**config.mk**
```make
export PLATFORM = sky130hd
export DESIGN_NAME = stage_sequencer
export DESIGN_NICKNAME = d
export VERILOG_FILES = /design/src/rtl/stage_sequencer.sv
export SDC_FILE = /design/constraint.sdc
export NUM_CORES = 1
export LEC_CHECK = 0
export CAP_MARGIN = 20
export CORE_ASPECT_RATIO = 1.4
export CORE_MARGIN = 2
export CORE_UTILIZATION = 40
export CTS_BUF_LIST = sky130_fd_sc_hd__clkbuf_4 sky130_fd_sc_hd__clkbuf_8
export CTS_CLUSTER_DIAMETER = 80
export DETAILED_ROUTE_END_ITERATION = 10
export GPL_TIMING_DRIVEN = 0
export PLACE_DENSITY = 0.72
export SETUP_SLACK_MARGIN = 0.1
export SKIP_LAST_GASP = 1
export SYNTH_ARGS = -nofsm -noshare
export SYNTH_HDL_FRONTEND = slang
export SYNTH_SLANG_ARGS = --single-unit
```
**constraint.sdc**
```tcl
create_clock -name clk -period 3.5 [get_ports clk]
set_input_delay 0.525 -clock clk [delete_from_list [all_inputs] [get_ports clk]]
set_output_delay 0.525 -clock clk [all_outputs]
set_load 0.03 [all_outputs]
```
**src/rtl/stage_sequencer.sv**
```systemverilog
// stage_sequencer: steps the picoMips datapath through its four-phase
// instruction cycle (fetch, decode, execute, writeback), owns the program
// counter, resolves decoder PC hold requests and synchronises the external
// handshake line.
//
// Optional feature: define SINGLE_STEP_EN to add the StepReq input, which runs
// exactly one instruction from IDLE per synchronised rising edge.
//
// Ports:
//   clk         system clock, all state on rising edge
//   reset       synchronous, active-high reset
//   Run         enables sequencing; low parks in IDLE at the next stage-0 boundary
//   HandshakeIn asynchronous external handshake line
//   PCHold      decoder hold request, sampled only in stage 3 / WAIT
//   StepReq     (SINGLE_STEP_EN only) asynchronous single-step request
//   Stage       current phase: 0 fetch, 1 decode, 2 execute, 3 writeback
//   PC          current instruction address
//   Handshake   HandshakeIn delayed through SYNC_STAGES flops
//   Stalled     high while in WAIT
//   Idle        high while in IDLE
module stage_sequencer #(
  parameter int unsigned PC_WIDTH    = 8,
  parameter int unsigned PROG_LEN    = 256,
  parameter int unsigned SYNC_STAGES = 2
) (
  input  logic                clk,
  input  logic                reset,
  input  logic                Run,
  input  logic                HandshakeIn,
  input  logic                PCHold,
`ifdef SINGLE_STEP_EN
  input  logic                StepReq,
`endif
  output logic [1:0]          Stage,
  output logic [PC_WIDTH-1:0] PC,
  output logic                Handshake,
  output logic                Stalled,
  output logic                Idle
);

  localparam logic [1:0] LAST_STAGE = 2'd3;

  typedef enum logic [1:0] {
    ST_IDLE = 2'd0,
    ST_RUN  = 2'd1,
    ST_WAIT = 2'd2
  } state_t;

  state_t                  state, state_next;
  logic [1:0]              stage_q, stage_next;
  logic [PC_WIDTH-1:0]     pc_q, pc_next, pc_adv;
  logic [SYNC_STAGES-1:0]  hs_sync;
  logic                    halt;

  // Next sequential address; wraps on program length, not on counter overflow.
  assign pc_adv = (pc_q == PC_WIDTH'(PROG_LEN - 1)) ? '0 : pc_q + PC_WIDTH'(1);

`ifdef SINGLE_STEP_EN
  logic [SYNC_STAGES-1:0]  step_sync;
  logic                    step_prev;
  logic                    stepping, stepping_next;
  logic                    step_rise;

  assign step_rise = step_sync[SYNC_STAGES-1] & ~step_prev;
  // A single-step instruction always returns to IDLE, whatever Run says.
  assign halt      = ~Run | stepping;
`else
  assign halt      = ~Run;
`endif

  // State register plus synchronisers
  always_ff @(posedge clk) begin
    if (reset) begin
      state     <= ST_IDLE;
      stage_q   <= '0;
      pc_q      <= '0;
      hs_sync   <= '0;
`ifdef SINGLE_STEP_EN
      step_sync <= '0;
      step_prev <= 1'b0;
      stepping  <= 1'b0;
`endif
    end else begin
      state     <= state_next;
      stage_q   <= stage_next;
      pc_q      <= pc_next;
      hs_sync   <= {hs_sync[SYNC_STAGES-2:0], HandshakeIn};
`ifdef SINGLE_STEP_EN
      step_sync <= {step_sync[SYNC_STAGES-2:0], StepReq};
      // Tracked every cycle so edges seen outside IDLE are consumed and dropped.
      step_prev <= step_sync[SYNC_STAGES-1];
      stepping  <= stepping_next;
`endif
    end
  end

  // Next-state logic
  always_comb begin
    state_next = state;
    stage_next = stage_q;
    pc_next    = pc_q;
`ifdef SINGLE_STEP_EN
    stepping_next = stepping;
`endif
    case (state)
      ST_IDLE: begin
        // Stage stays 0 on the start edge so the first RUN cycle is the fetch.
        stage_next = 2'd0;
`ifdef SINGLE_STEP_EN
        if (step_rise) begin
          state_next    = ST_RUN;
          stepping_next = 1'b1;
        end else if (Run) begin
          state_next    = ST_RUN;
          stepping_next = 1'b0;
        end
`else
        if (Run) state_next = ST_RUN;
`endif
      end
      ST_RUN: begin
        if (stage_q != LAST_STAGE) begin
          stage_next = stage_q + 2'd1;
        end else if (PCHold) begin
          state_next = ST_WAIT;
        end else begin
          stage_next = 2'd0;
          pc_next    = pc_adv;
          state_next = halt ? ST_IDLE : ST_RUN;
`ifdef SINGLE_STEP_EN
          if (halt) stepping_next = 1'b0;
`endif
        end
      end
      ST_WAIT: begin
        // Run is not looked at until the hold clears.
        if (!PCHold) begin
          stage_next = 2'd0;
          pc_next    = pc_adv;
          state_next = halt ? ST_IDLE : ST_RUN;
`ifdef SINGLE_STEP_EN
          if (halt) stepping_next = 1'b0;
`endif
        end
      end
      default: begin
        state_next = ST_IDLE;
        stage_next = 2'd0;
      end
    endcase
  end

  // Outputs decoded straight from registers
  always_comb begin
    Stage     = stage_q;
    PC        = pc_q;
    Handshake = hs_sync[SYNC_STAGES-1];
    Stalled   = (state == ST_WAIT);
    Idle      = (state == ST_IDLE);
  end

endmodule

```
== Word-level counts from Yosys, hierarchy flattened ==
Cells that the tools add are included.
W data, S select, Z words.

* Register bits after elaboration: 14
* Latch bits: 0
* RAM bits: 0
* Memory bits (read-only): 0
* Input bits: 5
* Output and inout bits: 13
* Word-level logic and storage cells: 30
* Memories kept: 0

* Add/subtract/negate cells: 2
* Multipliers: 0
* Divide/modulo/power cells: 0
* Magnitude comparators: 0
* Equal/unequal tests: 7
* Shifts and indexed selects: 0
* Muxes and demuxes: 13
* Bitwise operators: 0
* Reduce and logical (&&, ||, !) cells: 4

{| class="wikitable"
|+ Operator list
! cell !! count
|-
| $mux W8 || 3
|-
| $pmux W8 S2 || 1
|-
| $mux W2 || 6
|-
| $add A8 B1 Y8 const B || 1
|-
| $eq A8 B8 Y1 const B || 1
|-
| $ne A2 B2 Y1 const B || 4
|-
| $pmux W2 S3 || 1
|-
| $pmux W2 S2 || 1
|-
| $reduce_and A3 Y1 || 1
|-
| $add A2 B1 Y2 const B || 1
|-
| $eq A2 B1 Y1 const B || 1
|-
| $eq A2 B2 Y1 const B || 1
|-
| $logic_not A2 Y1 || 1
|-
| $reduce_and A2 Y1 || 1
|-
| $reduce_bool A2 Y1 || 1
|-
| $mux W1 || 1
|}

== Logic depth before layout (Yosys ltp) ==
Gate-level depths: netlist of run 1.

* Depth after elaboration: 5
* Mapped depth: 7
* Depth with buffers taken out: 6

== Least setup slack after synthesis of run 1 ==
OpenSTA, ideal clock, no wires.

* Path type: register to register
* Start point: register stage_q[0], in the netlist Stage[0]
* End point: register state[1]
* Setup time: 0.071 ns
* Data arrival time: 1.733 ns
* Required time: 3.429 ns
* Path slack: 1.697 ns
* Stages on the path, launching flop included: 7
* Path buffers: 1
* Period minus slack after synthesis: 1.803 ns
* Cells stage by stage: dfxtp_1 ha_1 nor2b_1 buf_6 a221o_1 or3_1 a21oi_1

* Longest elaborated chain between the ends: 3

{| class="wikitable"
|+ Ends and longest elaborated chain
! what !! line !! source
|-
| from (decl) || 50 || <nowiki>logic [1:0] stage_q, stage_next;</nowiki>
|-
| from (signal assigned) || 85 || <nowiki>stage_q <= stage_next;</nowiki>
|-
| $ne A2 B2 Y1 || 122 || <nowiki>if (stage_q != LAST_STAGE) begin</nowiki>
|-
| $ne A2 B2 Y1 (no line) || -- ||
|-
| $reduce_and A3 Y1 (no line) || -- ||
|-
| to (signal assigned) || 84 || <nowiki>state <= state_next;</nowiki>
|-
| to (decl) || 49 || <nowiki>state_t state, state_next;</nowiki>
|}

Every way passes these cells.
A chain may end at the register's enable or synchronous reset.

== Worst setup path after layout of run 1 ==
* Start point: register state[0]
* End point: output Idle

* Longest elaborated chain between the ends: 1

{| class="wikitable"
|+ Ends and longest elaborated chain
! what !! line !! source
|-
| $logic_not A2 Y1 || 159 || <nowiki>Idle = (state == ST_IDLE);</nowiki>
|-
| to (decl) || 38 || <nowiki>output logic Idle</nowiki>
|}

Every way passes these cells.

==> results of run 1 <==
-- worst max-delay path, delay by kind of cell, from the launching register on --
family,cells,cell delay (ps)
adders and majority gates,1,200
buffers and inverters,2,790
DFF,1,340
-- through the flow --
stage	setup WS [ps]	util	hold slack, ps
floorplan	1700	-	414
global placement	1570	0.531	419
detailed placement	1580	0.531	431
CTS	1360	0.544	449
global route	1290	0.544	467
finish	1370	0.544	448
-- sequential cells by signal, summed over array words and instances (netlist names) --
name,count
PC,8
Stage,2
hs_sync,2
state,2
-- where the power goes --
part / total, W / switching [W] / internal (W)
Combinational: 0.0000766 / 0.0000434 / 0.0000332
Clock: 0.0000887 / 0.0000488 / 0.0000399
Sequential: 0.000173 / 0.00000696 / 0.000166
-- synth_stat cells, types with 2 or more instances --
library cell	count	area share
dfxtp_1	14	0.37
nor2_1	10	0.050
ha_1	7	0.12
inv_1	6	0.030
nand2_1	6	0.030
xnor2_1	6	0.070
a21oi_1	5	0.033
nand3_1	5	0.033
nor3_1	4	0.027
o21ai_0	4	0.027
nor2b_1	3	0.025
buf_2	2	0.013
nand2b_1	2	0.017
-- kinds of logic after synthesis --
kind of cell / after synthesis
AO/OA/AOI/OAI: 14
adder cells (fa/ha/maj): 7
XOR/XNOR: 6
AND/OR/NAND/NOR: 37
flip-flops: 14
buffers and inverters: 10
-- final cells by class --
| cell class | count | area (um2) |
|---|---|---|
| Buffer | 4 | 25.0 |
| Sequential cell | 14 | 280 |
| Multi-Input combinational cell | 64 | 420 |
| Inverter | 6 | 22.5 |
| Timing Repair Buffer | 16 | 160 |
| Clock buffer | 3 | 22.5 |
| Tap cell | 20 | 25.0 |
| Fill cell | 180 | 801 |
-- metal layers --
layer | up-vias | share of wire | global-route usage
met2 | 19 | 0.45 | 0.257
li1 | 339 | - | -
met4 | 0 | 0.027 | 0.100
met1 | 299 | 0.46 | 0.166
met3 | 5 | 0.056 | 0.0240
met5 | - | 0 | 0
-- worst min-delay path by stage --
stage,start,end,slack [ps],cells after the start
global route,hs_sync[0],hs_sync[1],470,1
global placement,hs_sync[0],hs_sync[1],420,1
finish,hs_sync[0],hs_sync[1],450,1
detailed placement,hs_sync[0],hs_sync[1],430,1
floorplan,hs_sync[0],hs_sync[1],410,1
CTS,hs_sync[0],hs_sync[1],450,1
==> flow_summary.toml, run 1 <==
[worst_setup_path]
crit_path_end_kind = "output port"
crit_arrival_ps = 1610
startpoint = "state[0]"
crit_required_ps = 2970
slowest_stage = "clkdlybuf4s50_1"
timing.rr.end = "state[1]"
critPathKind = "reg -> out"
reg2regPathDepth = 7
start_kind = "flop"
r2r_slack_ps = 1610
rr_startpoint = "state[1]"
max_stage_delay_ps = 680
path_max_fanout = 4
cp_cell_sequence = "inv_1 -> ha_1 -> clkdlybuf4s50_1"
crit_path_end = "Idle"

[cts]
numCtsBuffers = 3
cts_resized = 0
postCtsSetupRepairBufs = 0
cts-root-buf = "clkbuf_4"
cts_tree = "yes"
htreeDepth = 1
holdBufCountCts = 0
clk_pin_slew_ps = 80
clock-sinks = 14
clkLatencyLatePin_ps = 280
cts_buffer_depth = 2

[synth]
seq_area_frac_synth = 0.375
yosysWarnings = 0
yosysUniqueCellTypes = 27
syn-num-nets = 100
synth_seq_cells = 14
synth_top_flop_cell = "dfxtp_1"
synth_top_family_by_area = "simple AND/OR/NAND/NOR gates"
synthArstFlopShare = 0
synth_area_um2 = 748
synth-xor-area-share = 0.0702
yosys.area_share.simple = 0.258
synthCells = 88
synth_compound_area_frac = 0.117
avgSynthCellArea_um2 = 8.50
synth-adder-area-share = 0.117
synth_edf_count = 0
synth.area.mux_share = 0

[die]
fp.dieH_um = 55.2
fp.coreArea_mm2 = 0.00176
die-area_mm2 = 0.00224
start_util = 0.426
ioPinCount = 18
rows = 18
die_width_um = 40.6

[global_routing]
grt_overflow = 0
grt_use_total = 0.151
grt_pass1_vias = 589
grt_pass1_wl_mm = 2.28
grt_max_degree = 11
antenna_found_initial = 0

[timing]
max_freq_mhz = 469
drv_slew = 0
setup_viol = 0
tns_ps = 0
skew_ps = 1.03
fin_crit_sh = 0.609
tightest_slew_ps = 407
finalHoldViolations = 0
post-route-min-period_ps = 2130
rsz0062_at_grt = "false"
slew_headroom = 0.727

[final_layout]
final_common_cell = "clkdlybuf4s50_1"
finalInstanceArea_um2 = 956
antenna_cells = 0
syn_to_final_growth_pct = 27.8
instances_no_fill = 127
nNetsFinal = 121
drive_gt1_frac = 0.0748
final_cell_mix = "clkdlybuf4s50_1 (16), dfxtp_1 (14), nor2_1 (10)"

[place]
hpwl_mm = 1.06
dp.cells = 124
port_buffers = 16
globalplace.congestion = 0.785
place_area_um2 = 933

[pwr]
power_w = 0.000338
p_leak_nw = 0.347
peakVddDrop_v = 0.000222
p_per_area_mw_per_mm2 = 354

[drt]
first_pass_iters = 4
drc = 0
antenna_left = 0
vias = 662
routed_via_density = 5.21
routed_wl_mm = 1.42
wl_per_cell_um = 11.2
drt_iter0_drc = 7

[run]
drv_cap = 0

[run_status]
outcome = "completed"

[hold_path]
hp-class = "reg -> reg"
Power figures use the tool's default switching activity.
==> run 2: changes to the inputs <==
PLACE_DENSITY = 0.74   (was 0.72)
clock period = 1.7 ns   (was 3.5 ns; I/O delays follow)
==> run 2 against run 1 <==
- wire length up 26%
- cell area is 18% higher
- count of clock-buffer cells in the layout increased by 1
- combinational power grew to 2.7 times the previous value
- register-to-register slack got worse by 1500 ps
- sequential power rose by 110%
- sequential cell count unchanged
- critical endpoint unchanged
- clock power grew to 2.5 times the previous value
- core utilization up 9.6 points
- critical path type unchanged
- sequential share of layout area fell by 3.1 points
- total power rose by 130%
- critical path depth stayed put
==> flow_summary.toml, run 2 (same netlist as run 1, synthesis figures left out) <==
[drt]
antenna_left = 0
routed_via_density = 5.44
first_pass_iters = 4
drt_iter0_drc = 13
wl_per_cell_um = 13.3
vias = 734
drc = 0
routed_wl_mm = 1.80

[timing]
tightest_slew_ps = 445
slew_headroom = 0.703
drv_slew = 0
setup_ws_ps = 123
post-route-min-period_ps = 1580
finalHoldViolations = 0
fin_crit_sh = 0.927
skew_ps = 12.9
max_freq_mhz = 634
setup_viol = 0
rsz0062_at_grt = "true"

[final_layout]
final.fill_count = 152
instances_no_fill = 135
finalInstanceArea_mm2 = 0.00112
syn_to_final_growth_pct = 50.3
final_cell_mix = "dfxtp_1 (10), nor2_1 (10), dlygate4sd2_1 (10)"
largest_reg_flops = 8
antenna_cells = 0
nNetsFinal = 128
drive_gt1_frac = 0.270

[global_routing]
grt_pass1_wl_mm = 2.39
grt_pass1_vias = 571
grt_overflow = 0
grt_max_degree = 11
antenna_found_initial = 0
grt_use_total = 0.162

[run]
drv_cap = 0

[cts]
holdBufCountCts = 0
clk_pin_slew_ps = 90
cts-root-buf = "clkbuf_4"
clkLatencyLatePin_ps = 300
numCtsBuffers = 3
cts_buffer_depth = 2
htreeDepth = 1
clock-sinks = 14
cts_tree = "yes"

[pwr]
peakVddDrop_v = 0.000493
p_per_area_mw_per_mm2 = 698
p_leak_nw = 0.481

[worst_setup_path]
path_max_fanout = 4
critPathKind = "reg -> out"
crit_path_end_kind = "output port"
cp_cell_sequence = "inv_2 -> ha_4 -> dlygate4sd2_1"
crit_required_ps = 1440
start_kind = "flop"
max_stage_delay_ps = 390
reg2regPathDepth = 6
crit_arrival_ps = 1320
slowest_stage = "dlygate4sd2_1"

[hold_path]
hold_depth = 3
hp-class = "in -> reg"

[die]
ioPinCount = 18
fp.coreArea_mm2 = 0.00176
start_util = 0.426
die-area_mm2 = 0.00224
die_width_um = 40.6
rows = 18
fp.dieH_um = 55.2

[place]
place_area_um2 = 950
dp.cells = 124
globalplace.congestion = 0.703
port_buffers = 16
dpl_worst_slack_ps = -82.8
hpwl_mm = 1.10

[run_status]
outcome = "completed"
[run 2: cell count changes in the layout (fill, tap and decap cells not counted), sizes merged]
cell / previous run / this run
dlygate4sd2: 0 / 10
clkbuf: 4 / 5
dlymetal6s2s: 0 / 2
clkdlybuf4s50: 16 / 4
buf: 3 / 10
[run 2: where the power goes]
group | switching (W) | internal [W] | total, W | leakage [nW]
clock | 0.000114 | 0.000107 | 0.000222 | 0.0184
sequential | 0.0000167 | 0.000339 | 0.000356 | 0.117
combinational | 0.000113 | 0.0000949 | 0.000208 | 0.346
[run 2: cell type report]
class	instances	area (um2)	share of cell area
Clock buffer	4	30.0	0.0267
Tap cell	20	25.0	0.0222
Sequential cell	14	295	0.263
Multi-Input combinational cell	64	513	0.456
Inverter	6	25.0	0.0222
Buffer	3	20.0	0.0178
Timing Repair Buffer	24	216	0.192
[run 2: path summary, 6_finish.rpt]
| path | startpoint | endpoint | slack (ps) |
|---|---|---|---|
| hold reg to reg | hs_sync[0] | hs_sync[1] | 440 |
| setup reg to reg | state[1] | state[1] | 150 |
| setup / recovery | state[0] | Idle | 120 |
| hold / removal | PCHold | Stage[0] | 280 |
[run 2: repair_timing]
item | in CTS | in global routing
resized for setup | 21 | 12
endpoints found under the setup margin | 17 | 11
pin swaps | 3 | 6
endpoints found under the hold margin | 0 | 0
cloned | 0 | 0
setup buffers | 4 | 4
[run 2: layer usage]
metal  global-route usage  wire [um]  vias to the layer above
met5                    0          0                        -
met4                0.117         44                        0
met3               0.0120         97                        5
met2                0.270        938                       23
met1                0.187        716                      349
li1                     -          -                      357
[run 2: through the flow]
| step | total power [W] | setup TNS (ps) | hold slack [ps] | utilization |
|---|---|---|---|---|
| global placement | 0.000518 | -244 | 420 | 0.541 |
| global route | 0.000808 | 0 | 312 | 0.640 |
| detailed placement | 0.000523 | -294 | 430 | 0.541 |
| floorplan | 0.000472 | 0 | 383 | - |
| finish | 0.000785 | 0 | 279 | 0.640 |
| CTS | 0.000761 | 0 | 280 | 0.595 |
[run 2: critical path: cells and delay by family, from the launching register on]
kind | cells | cell delay [ps]
flops | 1 | 370
fa+ha+maj | 1 | 160
buf+inv | 2 | 510
